**config.mk**
```make
export PLATFORM = sky130hd
export DESIGN_NAME = serializer_nto1_hs
export DESIGN_NICKNAME = d
export VERILOG_FILES = /design/src/rtl/serializer_nto1_hs.sv
export SDC_FILE = /design/constraint.sdc
export NUM_CORES = 1
export LEC_CHECK = 0
export ABC_AREA = 1
export ABC_CLOCK_PERIOD_IN_PS = 1600
export CAP_MARGIN = 20
export CORE_MARGIN = 2
export CORE_UTILIZATION = 49
export CTS_CLUSTER_SIZE = 30
export DETAILED_ROUTE_END_ITERATION = 10
export GPL_TIMING_DRIVEN = 0
export PLACE_DENSITY_LB_ADDON = 0.3
export SETUP_SLACK_MARGIN = 0.4
export SLEW_MARGIN = 20
export SYNTH_ARGS = -nofsm -noshare
export SYNTH_HDL_FRONTEND = slang
export SYNTH_SLANG_ARGS = --single-unit
```
**constraint.sdc**
```tcl
create_clock -name clk -period 1.6 [get_ports clk]
set_input_delay 0.32 -clock clk [delete_from_list [all_inputs] [get_ports clk]]
set_output_delay 0.32 -clock clk [all_outputs]
set_load 0.1 [all_outputs]
```
**src/rtl/serializer_nto1_hs.sv**
```systemverilog
// N-to-1 serializer: one-word holding buffer behind a valid/ready handshake, shifts out MSB/LSB first on bit_en ticks.
// Optional even-parity bit after each frame when SER_PARITY_EN is defined.
module serializer_nto1_hs #(
    parameter int WIDTH      = 32,
    parameter bit LSB_FIRST  = 1'b0,
    parameter bit IDLE_LEVEL = 1'b0
) (
    input  logic             clk,
    input  logic             reset,
    input  logic             in_valid,
    output logic             in_ready,
    input  logic [WIDTH-1:0] data_in,
    input  logic             bit_en,
    output logic             data_out,
    output logic             frame_start,
    output logic             busy,
    output logic             done
);

    localparam int CNT_W = $clog2(WIDTH);
    localparam logic [CNT_W-1:0] LAST_BIT = CNT_W'(WIDTH - 1);

`ifdef SER_PARITY_EN
    typedef enum logic [1:0] {IDLE, SHIFT, PAR} state_t;
`else
    typedef enum logic {IDLE, SHIFT} state_t;
`endif

    state_t             state_reg, state_next;
    logic [WIDTH-1:0]   shift_reg, shift_next;
    logic [CNT_W-1:0]   bit_cnt_reg, bit_cnt_next;
    logic [WIDTH-1:0]   hold_reg, hold_next;
    logic               hold_valid_reg, hold_valid_next;
    logic               data_out_reg, data_out_next;
    logic               frame_start_reg, frame_start_next;
    logic               done_reg, done_next;
    logic               load;
    logic               frame_end;
    logic               accept;
`ifdef SER_PARITY_EN
    logic               parity_reg, parity_next;
`endif

    // The bit leaving the word next, and the word with that bit consumed.
    function automatic logic first_bit(input logic [WIDTH-1:0] w);
        return LSB_FIRST ? w[0] : w[WIDTH-1];
    endfunction

    function automatic logic [WIDTH-1:0] advance(input logic [WIDTH-1:0] w);
        return LSB_FIRST ? (w >> 1) : (w << 1);
    endfunction

    assign in_ready    = !hold_valid_reg && !reset;
    assign accept      = in_valid && in_ready;
    assign data_out    = data_out_reg;
    assign frame_start = frame_start_reg;
    assign done        = done_reg;
    assign busy        = (state_reg != IDLE);

    always_comb begin
        state_next       = state_reg;
        shift_next       = shift_reg;
        bit_cnt_next     = bit_cnt_reg;
        hold_next        = hold_reg;
        hold_valid_next  = hold_valid_reg;
        data_out_next    = data_out_reg;
        frame_start_next = 1'b0;
        done_next        = 1'b0;
        load             = 1'b0;
        frame_end        = 1'b0;
`ifdef SER_PARITY_EN
        parity_next      = parity_reg;
`endif
        if (bit_en) begin
            case (state_reg)
                IDLE: load = hold_valid_reg;
                SHIFT: begin
                    if (bit_cnt_reg == LAST_BIT) begin
`ifdef SER_PARITY_EN
                        state_next    = PAR;
                        data_out_next = parity_reg;
`else
                        frame_end     = 1'b1;
`endif
                    end else begin
                        data_out_next = first_bit(shift_reg);
                        shift_next    = advance(shift_reg);
                        bit_cnt_next  = bit_cnt_reg + CNT_W'(1);
                    end
                end
`ifdef SER_PARITY_EN
                PAR: frame_end = 1'b1;
`endif
                default: state_next = IDLE;
            endcase
        end

        // A pending word chains straight into the next frame without an idle bit.
        if (frame_end) begin
            if (hold_valid_reg) begin
                load = 1'b1;
            end else begin
                state_next    = IDLE;
                data_out_next = IDLE_LEVEL;
                done_next     = 1'b1;
            end
        end

        if (load) begin
            state_next       = SHIFT;
            data_out_next    = first_bit(hold_reg);
            shift_next       = advance(hold_reg);
            bit_cnt_next     = '0;
            frame_start_next = 1'b1;
            hold_valid_next  = 1'b0;
`ifdef SER_PARITY_EN
            parity_next      = ^hold_reg;
`endif
        end

        if (accept) begin
            hold_next       = data_in;
            hold_valid_next = 1'b1;
        end
    end

    always_ff @(posedge clk) begin
        if (reset) begin
            state_reg       <= IDLE;
            shift_reg       <= '0;
            bit_cnt_reg     <= '0;
            hold_reg        <= '0;
            hold_valid_reg  <= 1'b0;
            data_out_reg    <= IDLE_LEVEL;
            frame_start_reg <= 1'b0;
            done_reg        <= 1'b0;
`ifdef SER_PARITY_EN
            parity_reg      <= 1'b0;
`endif
        end else begin
            state_reg       <= state_next;
            shift_reg       <= shift_next;
            bit_cnt_reg     <= bit_cnt_next;
            hold_reg        <= hold_next;
            hold_valid_reg  <= hold_valid_next;
            data_out_reg    <= data_out_next;
            frame_start_reg <= frame_start_next;
            done_reg        <= done_next;
`ifdef SER_PARITY_EN
            parity_reg      <= parity_next;
`endif
        end
    end

endmodule
```
==> impl_metrics.tcl <==
set metrics [dict create \
    crit_family "simple AND/OR/NAND/NOR gates" \
    rsz0062_at_grt "true" \
    clkSinkCount 73 \
    power.density_nw_per_um2 921 \
    skew_ps 8.31 \
    drive_gt1_share_pct 29.5 \
    whs_path_depth 2 \
    largest_reg_flops 32 \
    ctsHoldBuffers 0 \
    placedCellCount 585 \
    hold_violations 0 \
    avgViaCountPerCell 5.20 \
    grt_max_degree 12 \
    setup_viol 1 \
    max_cap_viol_count 0 \
    fmax_mhz 625 \
    die_w_um 84.8 \
    drt_first_pass_iters 4 \
    synth_cell_types 20 \
    p_int_mw 3.04 \
    clk_pin_slew_ps 80 \
    arrival_ps 1860 \
    stdcell_count 627 \
    cp.depth 11 \
    max_stage_delay_ps 370 \
    layout.nets 584 \
    wl_per_cell_um 15.0 \
    worstSetupPathType "reg -> reg" \
    cp.required_ps 1860 \
    drc 0 \
    tns_ps -0.240 \
    critPathSlowestCell "dfxtp_4" \
    totalWireLength_mm 9.40 \
    num_rows 29 \
    die_area_um2 7180 \
    syn_area_um2 3200 \
    status "finished, violations left" \
    cts_tree "yes" \
    ys_ff_latch 73 \
    initial_core_util_pct 50.6 \
    vias 3259 \
    routabilityCongestion 0.826 \
    dp_hpwl_mm 4.92 \
    yosysSeqAreaShare_pct 45.7 \
    synthCells 468 \
    yosysWarnings 0 \
    root_buffer "clkbuf_8" \
    p_switching_mw 1.44 \
    drtIter0Drc 254 \
    start_kind "flip-flop" \
    io-pin-count 41 \
    vdd_drop_max_uv 665 \
    grt_usage_pct 25.9 \
    ctsHtreeMaxLevel 3 \
    violations "negative setup slack" \
    cts.path.max_buffers 2 \
    detail-route-antenna-nets 0 \
    grt_pass1_vias 3053 \
    antenna_found_initial 0 \
    overflow 0 \
    worstMarginPinSlew_ps 480 \
    endpoint_kind "flip-flop" \
    power_frac_comb_pct 26.8 \
    fin_crit_sh_pct 100 \
    clkPwrFrac_pct 28.2 \
    setup_ws_ps -0.240 \
    cts_inserted_buffers 9 \
    synth_fp_nets 507 \
    fin_util_pct 77.1 \
    sequentialPowerShare_pct 45.1 \
    syn_avg_cell_area_um2 6.83 \
    coreArea_um2 6310 \
    slew_violations 0 \
    path_buf_inv 4 \
    reg2reg_depth 11 \
    chipHeight_um 84.8 \
    leakage_nw 2.22 \
    clk-insertion-delay-late_ps 360 \
    worstPathMaxFanout 5 \
    period_needed_ps 1600 \
    port_buffers 40 \
    min_path_type "in -> reg" \
    antenna_cells 0 \
    synthToLayoutAreaGrowth_pct 52.2 \
    hold_slack_ps 448 \
    slew_headroom_pct 68.0 \
    swShare_pct 32.1 \
    worstPathCellList "ha_4 -> inv_2 -> nor3_4 -> ha_4 -> inv_8 -> buf_4 -> buf_6 -> nor2_4 -> nor2_2 -> nand2_1 -> nand2_1" \
    power.total_mw 4.48 \
    grt_first_pass_wirelength_mm 14.7 \
]
==> synth_stat cells (all sizes together) <==
cell | number | area [um2]
inv | 72 | 270
clkbuf | 13 | 51.3
dfxtp | 73 | 1460
o22ai | 1 | 6.26
buf | 14 | 67.6
a21oi | 66 | 330
o21ai | 33 | 165
nand2 | 140 | 536
nor4 | 1 | 6.26
or2 | 1 | 6.26
nor3 | 1 | 5.00
ha | 3 | 37.5
nor2 | 6 | 27.5
nand3 | 44 | 225
==> worst reg2reg max path, delay by kind of cell, from the launching register on <==
| family | cells | cell delay [ps] |
|---|---|---|
| buffers and inverters | 4 | 340 |
| flip-flops | 1 | 370 |
| AND/OR/NAND/NOR | 5 | 450 |
| adder cells (fa/ha/maj) | 2 | 320 |
==> worst paths after layout <==
check            startpoint      endpoint  slack [ps]
min                   reset          done         450
min reg2reg    hold_reg[15]  hold_reg[15]         460
max reg2reg  bit_cnt_reg[0]      data_out        -0.2
max          bit_cnt_reg[0]      data_out        -0.2
==> through the flow <==
stage,instance area [um2],setup WS [ps]
final,4860,-0.240
after CTS,4610,22.7
after detailed placement,3850,-890
after global placement,3850,-876
after floorplan,3350,118
after global routing,4860,-90.1
==> cell usage in the layout, fill, tap and decap left out, drive strengths merged <==
cell type | synthesis | layout
o21ai | 33 | 33
clkinv | 0 | 4
nand2 | 140 | 141
nand3 | 44 | 45
nor3 | 1 | 1
or2 | 1 | 1
nor2 | 6 | 6
clkbuf | 13 | 28
clkdlybuf4s50 | 0 | 32
inv | 72 | 72
nor4 | 1 | 1
dlygate4sd2 | 0 | 3
buf | 14 | 40
o22ai | 1 | 1
dfxtp | 73 | 73
a21oi | 66 | 66
ha | 3 | 3
==> power by group through the flow <==
stage,Clock [mW],Combinational [mW],Sequential (mW)
CTS,1.23,1.06,2.02
global route,1.33,1.31,2.03
finish,1.26,1.20,2.02
global placement,0,0.815,2.06
floorplan,0,0.566,2.09
detailed placement,0,0.835,2.06
==> cells by family (layout without fill, tap and decap cells) <==
kind of cell / after synthesis / count (layout) / synth area share, %
simple gates: 193 / 195 / 25.2
compound gates: 100 / 100 / 15.7
buf+inv: 99 / 179 / 12.2
flops: 73 / 73 / 45.7
fa+ha+maj: 3 / 3 / 1.17
==> per-layer routing <==
layer / wire length [um] / global-route usage, % / vias to the layer above
met5: 0 / 0 / -
met3: 422 / 3.64 / 12
met2: 4850 / 44.2 / 101
met1: 3990 / 33.3 / 1515
met4: 140 / 9.52 / 0
li1: - / - / 1631
==> layout make-up <==
class                      count  area, um2
clock buffer                  12        135
timing repair buffer          64        732
inverter                      72        278
tap                           77       96.3
sequential                    73       1480
fill                         432       1450
buffer                        27        308
clock inverter                 4       20.0
multi-input combinational    298       1820
==> what timing repair did <==
item                       in CTS  in global routing
cloned                         10                  1
gates resized for setup       123                 66
setup buffers                  15                  0
pin swaps                       9                  6
setup endpoints to repair      77                 78
Power figures use the tool's default switching activity.
